[config.mk]
export PLATFORM = sky130hd
export DESIGN_NAME = ibex_rf_write_arbiter
export DESIGN_NICKNAME = d
export VERILOG_FILES = /design/src/rtl/ibex_rf_write_arbiter.sv
export SDC_FILE = /design/constraint.sdc
export NUM_CORES = 1
export LEC_CHECK = 0
export CORE_MARGIN = 2
export CORE_UTILIZATION = 39
export DETAILED_ROUTE_END_ITERATION = 10
export PLACE_DENSITY = 0.9
export SLEW_MARGIN = 20
export SYNTH_ARGS = -nofsm -noshare
export SYNTH_HDL_FRONTEND = slang
export SYNTH_SLANG_ARGS = --single-unit
[constraint.sdc]
create_clock -name clk_i -period 2.4 [get_ports clk_i]
set_clock_uncertainty 0.1 [all_clocks]
set_input_delay 0.48 -clock clk_i [delete_from_list [all_inputs] [get_ports clk_i]]
set_output_delay 0.48 -clock clk_i [all_outputs]
set_load 0.01 [all_outputs]
[src/rtl/ibex_rf_write_arbiter.sv]
// Write-port sequencer for the flip-flop register file.
// It picks between two writeback requesters with fixed priority to requester 0.
// A wait counter guarantees forward progress for requester 1.
// It also runs a clear sequence that overwrites words 1..NUM_WORDS-1.
module ibex_rf_write_arbiter #(
  parameter bit                    RV32E       = 1'b0,
  parameter int unsigned           DataWidth   = 32,
  parameter int unsigned           MaxWait     = 3,
  parameter logic [DataWidth-1:0]  WordZeroVal = '0
) (
  input  logic                 clk_i,
  input  logic                 rst_i,
  input  logic                 clr_req_i,
  output logic                 clr_busy_o,
  output logic                 clr_done_o,
  input  logic                 req0_valid_i,
  output logic                 req0_ready_o,
  input  logic [4:0]           req0_addr_i,
  input  logic [DataWidth-1:0] req0_data_i,
  input  logic                 req1_valid_i,
  output logic                 req1_ready_o,
  input  logic [4:0]           req1_addr_i,
  input  logic [DataWidth-1:0] req1_data_i,
  output logic                 rf_we_o,
  output logic [4:0]           rf_waddr_o,
  output logic [DataWidth-1:0] rf_wdata_o
);

  localparam int unsigned          AddrWidth  = RV32E ? 4 : 5;
  localparam int unsigned          NumWords   = 2 ** AddrWidth;
  localparam logic [AddrWidth-1:0] LastWord   = AddrWidth'(NumWords - 1);
  localparam logic [AddrWidth-1:0] FirstWord  = AddrWidth'(1);
  localparam logic [3:0]           MaxWaitCnt = 4'(MaxWait);

  typedef enum logic {ARB, CLEAR} state_e;

  state_e               state, state_next;
  logic [3:0]           wait_cnt, wait_cnt_next;
  logic [AddrWidth-1:0] clr_cnt, clr_cnt_next;
  logic                 grant0, grant1, clr_last;

  // Next state, grants and clear counter advance; a clear request pre-empts all grants.
  always_comb begin
    state_next   = state;
    clr_cnt_next = clr_cnt;
    grant0       = 1'b0;
    grant1       = 1'b0;
    clr_last     = 1'b0;
    case (state)
      ARB: begin
        if (clr_req_i) begin
          state_next   = CLEAR;
          clr_cnt_next = FirstWord;
        end else if (req1_valid_i && (!req0_valid_i || wait_cnt == MaxWaitCnt)) begin
          grant1 = 1'b1;
        end else if (req0_valid_i) begin
          grant0 = 1'b1;
        end
      end
      CLEAR: begin
        clr_last     = (clr_cnt == LastWord);
        clr_cnt_next = clr_cnt + FirstWord;
        if (clr_last) begin
          state_next   = ARB;
          clr_cnt_next = '0;
        end
      end
      default: state_next = ARB;
    endcase
  end

  // Wait counter: counts lost contentions of requester 1 and is cleared whenever it is idle.
  always_comb begin
    wait_cnt_next = wait_cnt;
    if (!req1_valid_i) begin
      wait_cnt_next = '0;
    end else if (state == ARB && !clr_req_i) begin
      if (grant1)                     wait_cnt_next = '0;
      else if (wait_cnt < MaxWaitCnt) wait_cnt_next = wait_cnt + 4'd1;
    end
  end

  // Readies are forced low while reset is asserted, because the state already reads ARB then.
  assign req0_ready_o = grant0 && !rst_i;
  assign req1_ready_o = grant1 && !rst_i;
  assign clr_busy_o   = (state == CLEAR);

  // State and counter registers.
  always_ff @(posedge clk_i or posedge rst_i) begin
    if (rst_i) begin
      state    <= ARB;
      wait_cnt <= '0;
      clr_cnt  <= '0;
    end else begin
      state    <= state_next;
      wait_cnt <= wait_cnt_next;
      clr_cnt  <= clr_cnt_next;
    end
  end

  // Registered write port. Address and data hold their value when nothing is written.
  always_ff @(posedge clk_i or posedge rst_i) begin
    if (rst_i) begin
      rf_we_o    <= 1'b0;
      rf_waddr_o <= '0;
      rf_wdata_o <= '0;
      clr_done_o <= 1'b0;
    end else begin
      rf_we_o    <= grant0 || grant1 || (state == CLEAR);
      clr_done_o <= clr_last;
      if (grant1) begin
        rf_waddr_o <= req1_addr_i;
        rf_wdata_o <= req1_data_i;
      end else if (grant0) begin
        rf_waddr_o <= req0_addr_i;
        rf_wdata_o <= req0_data_i;
      end else if (state == CLEAR) begin
        rf_waddr_o <= 5'(clr_cnt);
        rf_wdata_o <= WordZeroVal;
      end
    end
  end

endmodule
Yosys cells after proc, flatten, opt, wreduce, memory -nomap -nowiden
Cells that the tools add are included.

Input port bits: 79. Output and inout port bits: 42. Logic and storage cells: 52. Register bits after elaboration: 49.

Equality and inequality tests: 5. Order comparisons: 1. $add $sub $neg: 2. Bitwise logic cells: 1. Multiplexer cells: 24. Reduce and logical (&&, ||, !) cells: 12.

Operators with widths (count): 32-bit two-way mux (3); 5-bit two-way mux (5); 4-bit two-way mux (4); 1-bit two-way mux (10); 5-bit case mux with 2 select lines (1); 5-bit by 1-bit adder with 5-bit output (second input constant) (1); 5-bit equality test (second input constant) (1); 4-bit by 1-bit adder with 4-bit output (second input constant) (1); 4-bit by 2-bit equality test with 1-bit output (second input constant) (1); 1-bit logical AND (4); 4-bit by 2-bit < comparator with 1-bit output (second input constant) (1); 1-bit logical NOT (3); 1-bit logical OR (3); 3-bit by 1-bit inequality test with 1-bit output (second input constant) (1); 3-bit nonzero test (1); 2-bit by 1-bit inequality test with 1-bit output (second input constant) (1); 2-bit inequality test (second input constant) (1); 1-bit case mux with 2 select lines (1); 2-bit AND reduction (1); 1-bit NOT (1).

Logic depth before layout (Yosys ltp)
Gate-level depths: netlist (run 1).

Depth after elaboration: 9. Mapped depth: 7. Mapped depth without buffers: 5.

Least setup slack after synthesis (run 1)
Ideal clock, no wire load.

Path type: in2out. From: input port rst_i. To: output port req0_ready_o. Stages: 2. Data required time: 1.820 ns. Path buffers: 0. Arrival: 1.819 ns. Path slack: 0.001 ns. Cell sequence: inv_1 -> and2_1.

Word-level cells in the longest chain between the ends: 2.

Ends and longest elaborated chain: start: declaration (line 12) `input logic rst_i,`; 1-bit logical NOT (no line); 1-bit logical AND (line 84) `assign req0_ready_o = grant0 && !rst_i;`; end: declaration (line 17) `output logic req0_ready_o,`.

No other way between the ends.

Worst setup path in the final report (run 1)
From: register wait_cnt[0]. To: output port req1_ready_o.

Word-level cells in the longest chain between the ends: 7.

Ends and longest elaborated chain: start: declaration (line 38) `logic [3:0] wait_cnt, wait_cnt_next;`; start signal: assignment (line 96) `wait_cnt <= wait_cnt_next;`; 4-bit by 2-bit equality test with 1-bit output (line 54) `end else if (req1_valid_i && (!req0_valid_i || wait_cnt == MaxWaitCnt)) begin`; 1-bit logical OR (line 54); 1-bit logical AND (line 54); 1-bit two-way mux (line 54); 1-bit two-way mux (line 51) `if (clr_req_i) begin`; 1-bit two-way mux (line 49) `case (state)`; 1-bit logical AND (line 85) `assign req1_ready_o = grant1 && !rst_i;`; end: declaration (line 21) `output logic req1_ready_o,`.

No other way between the ends.

==> impl_metrics.env, run 1 <==
export IMPL_insertion_delay_ns=0.29
export IMPL_drv_slew=0
export IMPL_worst_pin_slew_ns=0.599
export IMPL_period_needed_ns=2.22
export IMPL_cts_made_buffers=5
export IMPL_setup_viol=0
export IMPL_ant_nets=0
export IMPL_viasPerCell=5.33
export IMPL_synth_warnings=0
export IMPL_synth_area_um2=2190
export IMPL_maxSlewHeadroom=0.601
export IMPL_arrival_ns=1.64
export IMPL_vdd_drop_max_mv=0.380
export IMPL_drt_total_wl_um=6280
export IMPL_grt_pass1_wl_um=10600
export IMPL_track_usage=0.217
export IMPL_via_count=2127
export IMPL_die_area_um2=6240
export IMPL_firstDrtPassIters=7
export IMPL_tritoncts="yes"
export IMPL_dp_final_hpwl_um=4680
export IMPL_die_x_um=79.0
export IMPL_syn_area_per_cell_um2=11.6
export IMPL_row_count=27
export IMPL_io_pins=121
export IMPL_layout_commonest_cell="clkdlybuf4s50_1"
export IMPL_hold_viol=0
export IMPL_async_flop_share=1.00
export IMPL_place_congestion=0.857
export IMPL_n_antenna_cell=0
export IMPL_synth_seq_area_share=0.559
export IMPL_start_util=0.401
export IMPL_drc=0
export IMPL_clock_tree_buffer_depth=2
export IMPL_die_h_um=79.0
export IMPL_clock_sinks=49
export IMPL_end_kind="primary output"
export IMPL_hold_ws_ns=0.391
export IMPL_fmaxAchievable_mhz=451
export IMPL_cts_max_level=2
export IMPL_synth_top_cells_by_area="dfrtp_1 56%, a222oi_1 15%, inv_1 6.3%, mux2i_1 3.2%, ha_1 1.7%"
export IMPL_cp_start_kind="flop"
export IMPL_yosys_area_top_type="dfrtp_1"
export IMPL_power_per_cell_area_nw_per_um2=625
export IMPL_core_um2=5470
export IMPL_postSynthCellCount=189
export IMPL_leakage_uw=0.00184
export IMPL_worstHoldPathType="reg2reg"
export IMPL_drive_gt1_frac=0.110
export IMPL_syn2layout_area_growth_pct=68.1
export IMPL_outcome="complete, no violations"
export IMPL_period_share=0.924
export IMPL_cp_max_fo=3
export IMPL_grt_ovfl_total=0
export IMPL_grt_max_degree=50
export IMPL_ys_types=33
export IMPL_crit_type="reg2out"
export IMPL_yosys_register_bits=49
export IMPL_synth_top_area_share=0.559
export IMPL_routedWlPerCell_um=15.7
export IMPL_cap_violations=0
export IMPL_synth_ff_type="dfrtp_1"
export IMPL_clk_pin_slew_ns=0.08
export IMPL_cts_root_buf="clkbuf_8"
export IMPL_rsz0062_at_grt="false"
export IMPL_port_buffer_count=120
export IMPL_final_cell_mix="117 x clkdlybuf4s50_1, 49 x dfrtp_1, 36 x inv_1"
export IMPL_finalPower_uw=2300
export IMPL_initialDrtViolationCount=223
export IMPL_cp_required_ns=1.82
export IMPL_antenna_found_initial=0
export IMPL_synth_enable_flop_cells=0
export IMPL_grt_pass1_vias=2298
export IMPL_syn_nets=271
export IMPL_layout_cells_non_filler=399
export IMPL_final_nets=408
export IMPL_place_inst=387
==> through the flow <==
| step | cell area, um^2 | util | setup WS, ns | setup TNS [ns] |
|---|---|---|---|---|
| finish | 3680 | 0.673 | 0.182 | 0 |
| detailed placement | 3540 | 0.648 | -0.237 | -0.772 |
| floorplan | 2190 | - | 0.00137 | 0 |
| global placement | 3540 | 0.648 | -0.240 | -0.444 |
| global route | 3680 | 0.673 | 0.0602 | 0 |
| CTS | 3680 | 0.673 | 0.00377 | 0 |
==> state kept, by name, summed over array words and instances (netlist names) <==
name,flops
rf_wdata_o,32
clr_cnt,5
rf_waddr_o,5
wait_cnt,4
clr_busy_o,1
clr_done_o,1
rf_we_o,1
==> final cells by class <==
class	instances	area, um^2
clock buffer	7	86.3
timing repair buffer	141	1360
tap	72	90.1
fill	438	1790
inverter	37	139
sequential	49	1230
multi-input combinational	92	753
clock inverter	1	30.0
==> critical path, stage by stage, from the launching register on <==
cell and delay, ns:
dfrtp_1 0.39, ha_1 0.21, buf_4 0.15, nor3b_2 0.15, o211ai_1 0.23, nor2_1 0.08, clkbuf_2 0.13
==> worst paths after layout <==
check	start	endpoint	slack, ns	depth (start not counted)
max in group asynchronous	rst_i	rf_wdata_o[3]$_DFFE_PP0P_	1.14	3
max	wait_cnt[0]$_DFFE_PP0P_	req1_ready_o	0.18	6
min reg2reg	rf_wdata_o[26]$_DFFE_PP0P_	rf_wdata_o[26]$_DFFE_PP0P_	0.39	2
min	rf_wdata_o[26]$_DFFE_PP0P_	rf_wdata_o[26]$_DFFE_PP0P_	0.39	2
max reg2reg	wait_cnt[0]$_DFFE_PP0P_	rf_wdata_o[30]$_DFFE_PP0P_	0.38	7
min in group asynchronous	rst_i	clr_busy_o$_DFF_PP0_	0.65	3
==> kinds of logic (layout without fill, tap and decap cells) <==
group,after synthesis,after routing,share of synthesized area
AO/OA/AOI/OAI,53,53,0.206
flip-flops,49,49,0.559
buffers and inverters,48,186,0.0993
AND/OR/NAND/NOR,27,27,0.0782
multiplexers,7,7,0.0320
adder cells (fa/ha/maj),3,3,0.0171
XOR/XNOR,2,2,0.00799
==> power breakdown <==
group / leakage [uW] / switching [uW] / total, uW / internal, uW
combinational: 0.00113 / 281 / 678 / 397
sequential: 0.000653 / 87.2 / 1030 / 943
clock: 0.0000585 / 255 / 595 / 340
==> what timing repair did <==
item / CTS / global route
endpoints found under the setup margin: 2 / 2
resized for setup: 4 / 4
pin swaps: 1 / 1
hold buffers: 0 / 0
buffers inserted: 3 / 1
==> layer usage <==
metal  up-vias  track usage  wire (um)
met1      1026        0.256       2430
met2       107        0.369       3090
met5         -            0          0
met4         0       0.0879        125
met3        11       0.0682        632
li1        983            -          -
==> cell usage after synthesis (all sizes together) (2+ instances only) <==
cell / instances
o31ai: 2
a222oi: 32
buf: 10
inv: 37
nor3: 3
dfrtp: 49
nor3b: 2
ha: 3
o21ai: 3
a21oi: 6
and2: 2
nor2: 8
and3: 2
mux2i: 7
nand2: 6
o22ai: 5
Note: power is estimated with default switching activity, not from simulation.
==> run 2, diff against run 1 <==
Settings changed: CORE_MARGIN 2 to not set.
==> run 2 against run 1 <==
Net effect: cell area fell by 1.3%; combinational power barely moved; wire length rose by 0.75%; largest power group unchanged; critical path type is now in2out.
==> impl_metrics.env, run 2 (same netlist as run 1, synthesis figures left out) <==
export IMPL_leakage_uw=0.00181
export IMPL_worst_pin_slew_ns=0.618
export IMPL_row_count=26
export IMPL_dp_final_hpwl_um=4600
export IMPL_register_area_um2=1230
export IMPL_ant_nets=0
export IMPL_clock_sinks=49
export IMPL_hold_viol=0
export IMPL_layout_cells_non_filler=391
export IMPL_firstDrtPassIters=6
export IMPL_io_pins=121
export IMPL_setup_viol=0
export IMPL_routedWlPerCell_um=16.2
export IMPL_insertion_delay_ns=0.30
export IMPL_grt_pass1_vias=2183
export IMPL_crit_type="in2out"
export IMPL_clk_pin_slew_ns=0.09
export IMPL_layout_commonest_cell="clkdlybuf4s50_1"
export IMPL_largest_reg_flops=32
export IMPL_reg2reg_depth=7
export IMPL_regMostFlops="rf_wdata_o"
export IMPL_finalPower_uw=2300
export IMPL_cap_violations=0
export IMPL_syn2layout_area_growth_pct=65.9
export IMPL_nFillCells=415
export IMPL_cp_max_fo=2
export IMPL_reg2reg_from="wait_cnt[0]$_DFFE_PP0P_"
export IMPL_core_um2=5270
export IMPL_die_h_um=77.0
export IMPL_drive_gt1_frac=0.0997
export IMPL_arrival_ns=1.79
export IMPL_hp_start="rf_wdata_o[3]$_DFFE_PP0P_"
export IMPL_cts_max_level=2
export IMPL_multiInputGateArea_um2=756
export IMPL_place_congestion=0.864
export IMPL_power_per_cell_area_nw_per_um2=632
export IMPL_drt_total_wl_um=6330
export IMPL_cts_made_buffers=5
export IMPL_reg_top3="rf_wdata_o x32, clr_cnt x5, rf_waddr_o x5"
export IMPL_final_nets=402
export IMPL_drv_slew=0
export IMPL_cts_root_buf="clkbuf_8"
export IMPL_outcome="complete, no violations"
export IMPL_reg2reg_slack_ns=0.42
export IMPL_worstHoldPathType="reg2reg"
export IMPL_die_x_um=77.0
export IMPL_worstReg2RegEnd="rf_wdata_o[2]$_DFFE_PP0P_"
export IMPL_maxSlewHeadroom=0.588
export IMPL_tritoncts="yes"
export IMPL_viasPerCell=5.37
export IMPL_final_util=0.690
export IMPL_place_inst=383
export IMPL_track_usage=0.229
export IMPL_end_kind="primary output"
export IMPL_clock_tree_buffer_depth=2
export IMPL_post_cts_buffers=0
export IMPL_period_share=0.986
export IMPL_hold_end="rf_wdata_o[3]$_DFFE_PP0P_"
export IMPL_grt_ovfl_total=0
export IMPL_cp_start_kind="primary input"
export IMPL_fmaxAchievable_mhz=423
export IMPL_die_area_um2=5920
export IMPL_n_antenna_cell=0
export IMPL_grt_pass1_wl_um=10600
export IMPL_port_buffer_count=120
export IMPL_start_util=0.416
export IMPL_final_cell_mix="118 x clkdlybuf4s50_1, 49 x dfrtp_1, 36 x inv_1"
export IMPL_period_needed_ns=2.37
export IMPL_antenna_found_initial=0
export IMPL_initialDrtViolationCount=188
export IMPL_via_count=2099
export IMPL_drc=0
export IMPL_vdd_drop_max_mv=0.355
export IMPL_cp_required_ns=1.82
export IMPL_rsz0062_at_grt="true"
export IMPL_min_delay_path_depth=2
export IMPL_grt_max_degree=50
run 2: cell types whose count changed in the layout (fill, tap and decap cells not counted):
cell             change
and2_1               -1
buf_2                +1
dlygate4sd2_1        -1
clkbuf_2             -1
clkdlybuf4s50_1      +1
clkinv_2             +1
inv_6                +1
clkbuf_8             -1
and2_4               +1
clkbuf_1             -1
buf_4                -6
run 2: timing repair:
item / CTS / global route
pin swaps: 1 / 3
resized for setup: 6 / 3
hold buffers: 0 / 0
setup endpoints to repair: 2 / 2
hold endpoints to repair: 0 / 0
run 2: critical path, stage by stage:
cell and delay, ns:
clkdlybuf4s50_1 0.42, and4bb_2 0.27, nor4_4 0.28, and2_4 0.20
buf_2 0.13
run 2: layer usage:
metal | up-vias | part of all wire | global-route usage
li1 | 969 | - | -
met2 | 106 | 0.49 | 0.388
met4 | 0 | 0.017 | 0.0792
met5 | - | 0 | 0
met1 | 1014 | 0.41 | 0.287
met3 | 10 | 0.078 | 0.0512
run 2: where the power goes:
| part | internal (uW) | leakage, uW | switching, uW | total (uW) |
|---|---|---|---|---|
| registers | 942 | 0.000653 | 88.3 | 1030 |
| logic | 397 | 0.00110 | 280 | 677 |
| clock network | 312 | 0.0000585 | 278 | 590 |
run 2: final cells by class:
type / count / share of cell area
Sequential cell: 49 / 0.337
Multi-Input combinational cell: 92 / 0.208
Inverter: 37 / 0.0382
Tap cell: 70 / 0.0241
Timing Repair Buffer: 135 / 0.362
Clock buffer: 5 / 0.0189
Clock inverter: 3 / 0.0120
run 2: per-stage QoR:
step / TNS (ns) / hold WS, ns / instance area (um^2) / setup WS, ns
global route: -0.0632 / 0.407 / 3640 / -0.0632
floorplan: 0 / 0.404 / 2190 / 0.00137
CTS: 0 / 0.396 / 3650 / 0.00897
global placement: -0.442 / 0.371 / 3530 / -0.276
detailed placement: -0.520 / 0.374 / 3530 / -0.301
finish: 0 / 0.393 / 3640 / 0.0343
run 2: worst max path at each step:
stage                                  startpoint      endpoint  slack [ns]  cells after the start
after floorplan                             rst_i  req0_ready_o       0.001                      2
after detailed placement             req1_valid_i  req0_ready_o       -0.30                      5
final                                req1_valid_i  req0_ready_o        0.03                      5
after global routing      wait_cnt[1]$_DFFE_PP0P_  req0_ready_o       -0.06                      5
after global placement               req1_valid_i  req0_ready_o       -0.28                      5
after CTS                 wait_cnt[0]$_DFFE_PP0P_  req0_ready_o       0.009                      5
==> run 3, diff against run 2 <==
Settings changed: CORE_UTILIZATION 39 to 35, CTS_CLUSTER_DIAMETER set to 60, PLACE_DENSITY 0.9 to 0.86, SLEW_MARGIN 20 to not set.
Clock period 2.4 ns to 1.97 ns, I/O delays scaled along.
==> run 3 against run 2 <==
Net effect: the run now ends with setup timing left; clock-buffer cell count is 1 higher; global-route usage is 2.4 points lower; final cell count grew 5.1%; worst hold slack improved by 0.0022 ns; register-to-register slack worse by 0.42 ns; wire length down 0.16%; setup slack got worse by 0.12 ns; flip-flop and latch count stayed put; sequential share of layout area shrank 1.6 points.
==> impl_metrics.env, run 3 (same netlist as run 1, synthesis figures left out) <==
export IMPL_grt_pass1_wl_um=10300
export IMPL_io_pins=121
export IMPL_worstReg2RegEnd="rf_wdata_o[29]$_DFFE_PP0P_"
export IMPL_finalPower_uw=2710
export IMPL_drt_total_wl_um=6320
export IMPL_cts_made_buffers=5
export IMPL_arrival_ns=1.56
export IMPL_syn2layout_area_growth_pct=74.4
export IMPL_register_area_um2=1230
export IMPL_viasPerCell=5.20
export IMPL_reg2reg_depth=8
export IMPL_start_util=0.366
export IMPL_outcome="complete, but fails checks"
export IMPL_final_nets=417
export IMPL_vdd_drop_max_mv=0.417
export IMPL_antenna_found_initial=0
export IMPL_fmaxAchievable_mhz=487
export IMPL_reg_top3="rf_wdata_o x32, clr_cnt x5, rf_waddr_o x5"
export IMPL_min_delay_path_depth=2
export IMPL_core_um2=5990
export IMPL_routedWlPerCell_um=15.4
export IMPL_initialDrtViolationCount=124
export IMPL_grt_ovfl_total=0
export IMPL_place_inst=396
export IMPL_regMostFlops="rf_wdata_o"
export IMPL_die_h_um=81.1
export IMPL_leakage_uw=0.00189
export IMPL_worst_pin_slew_ns=0.614
export IMPL_grt_max_degree=50
export IMPL_drv_slew=0
export IMPL_maxSlewHeadroom=0.590
export IMPL_cts_max_level=2
export IMPL_track_usage=0.204
export IMPL_cts_root_buf="clkbuf_8"
export IMPL_worstHoldPathType="reg2reg"
export IMPL_clock_tree_buffer_depth=2
export IMPL_final_util=0.638
export IMPL_violations="setup timing"
export IMPL_layout_commonest_cell="clkdlybuf4s50_1"
export IMPL_clock_sinks=49
export IMPL_multiInputGateArea_um2=808
export IMPL_power_per_cell_area_nw_per_um2=710
export IMPL_clk_pin_slew_ns=0.08
export IMPL_final_cell_mix="115 x clkdlybuf4s50_1, 48 x dfrtp_1, 35 x inv_1"
export IMPL_grt_pass1_vias=2275
export IMPL_setup_tns_ns=-0.149
export IMPL_place_congestion=0.851
export IMPL_hold_viol=0
export IMPL_port_buffer_count=120
export IMPL_hp_start="rf_wdata_o[3]$_DFFE_PP0P_"
export IMPL_worstSetupStartpoint="wait_cnt[1]$_DFFE_PP0P_"
export IMPL_end_kind="primary output"
export IMPL_crit_type="reg2out"
export IMPL_ant_nets=0
export IMPL_insertion_delay_ns=0.28
export IMPL_reg2reg_slack_ns=0
export IMPL_setup_slack_ns=-0.0842
export IMPL_cap_violations=0
export IMPL_nFillCells=496
export IMPL_rsz0062_at_grt="true"
export IMPL_tritoncts="yes"
export IMPL_via_count=2138
export IMPL_dp_final_hpwl_um=4650
export IMPL_n_antenna_cell=0
export IMPL_largest_reg_flops=32
export IMPL_drive_gt1_frac=0.164
export IMPL_period_needed_ns=2.05
export IMPL_die_area_um2=6580
export IMPL_period_share=1.04
export IMPL_drc=0
export IMPL_layout_cells_non_filler=411
export IMPL_crit_path_end="req0_ready_o"
export IMPL_reg2reg_from="wait_cnt[1]$_DFFE_PP0P_"
export IMPL_firstDrtPassIters=5
export IMPL_cp_start_kind="flop"
export IMPL_cp_required_ns=1.48
export IMPL_row_count=28
export IMPL_cp_max_fo=2
export IMPL_setup_viol=4
export IMPL_die_x_um=81.1
==> run 3: changes by cell type in the layout (fill, tap and decap cells not counted), moves of 2 or more <==
| cell | previous run | this run |
|---|---|---|
| buf_12 | 1 | 3 |
| buf_4 | 14 | 25 |
| buf_6 | 0 | 3 |
| clkdlybuf4s50_1 | 118 | 115 |
| dlygate4sd2_1 | 0 | 2 |
| o22ai_1 | 5 | 1 |
| o22ai_2 | 0 | 3 |
==> run 3: cell type report <==
type                       count  share of cell area
tap                           75              0.0245
multi-input combinational     92               0.211
inverter                      37              0.0373
sequential                    49               0.321
clock buffer                   6              0.0190
timing repair buffer         150               0.384
clock inverter                 2             0.00262
==> run 3: repair_timing <==
action | in CTS | in global routing
gates resized for setup | 24 | 6
setup buffers | 7 | 2
hold buffers | 0 | 0
gates cloned | 0 | 0
pin swaps | 5 | 3
endpoints found under the setup margin | 21 | 33
==> run 3: worst min-delay path by stage <==
stage                                 endpoint  slack (ns)
detailed placement   rf_wdata_o[4]$_DFFE_PP0P_        0.38
global placement    rf_wdata_o[27]$_DFFE_PP0P_        0.37
global route        rf_wdata_o[27]$_DFFE_PP0P_        0.43
finish               rf_wdata_o[3]$_DFFE_PP0P_        0.40
floorplan                 clr_busy_o$_DFF_PP0_        0.33
CTS                  rf_wdata_o[3]$_DFFE_PP0P_        0.40
==> run 3: power by group <==
part	internal (uW)	switching [uW]	leakage [uW]
Sequential	1150	117	0.000653
Clock	247	309	0.0000450
Combinational	540	351	0.00119
==> run 3: worst max-delay path, cell delays in order (launching register included) <==
cell and delay, ns:
dfrtp_1 0.39, ha_2 0.19, and4bb_2 0.25, nor4_4 0.16
and2_4 0.19, buf_6 0.10
==> run 3: layer usage <==
metal | track usage | vias to the layer above | part of all wire
li1 | - | 1001 | -
met1 | 0.241 | 1046 | 0.40
met2 | 0.364 | 89 | 0.52
met3 | 0.0607 | 2 | 0.070
met4 | 0.0464 | 0 | 0.0047
met5 | 0 | - | 0
==> run 3: per-stage QoR <==
step | instance area (um^2) | worst slack [ns] | hold slack [ns]
2_1_floorplan | 2200 | 0.0173 | 0.333
3_3_place_gp | 3620 | -0.597 | 0.369
3_5_place_dp | 3620 | -0.601 | 0.379
4_1_cts | 3800 | -0.107 | 0.400
5_1_grt | 3820 | -0.172 | 0.427
6_report | 3820 | -0.0842 | 0.396
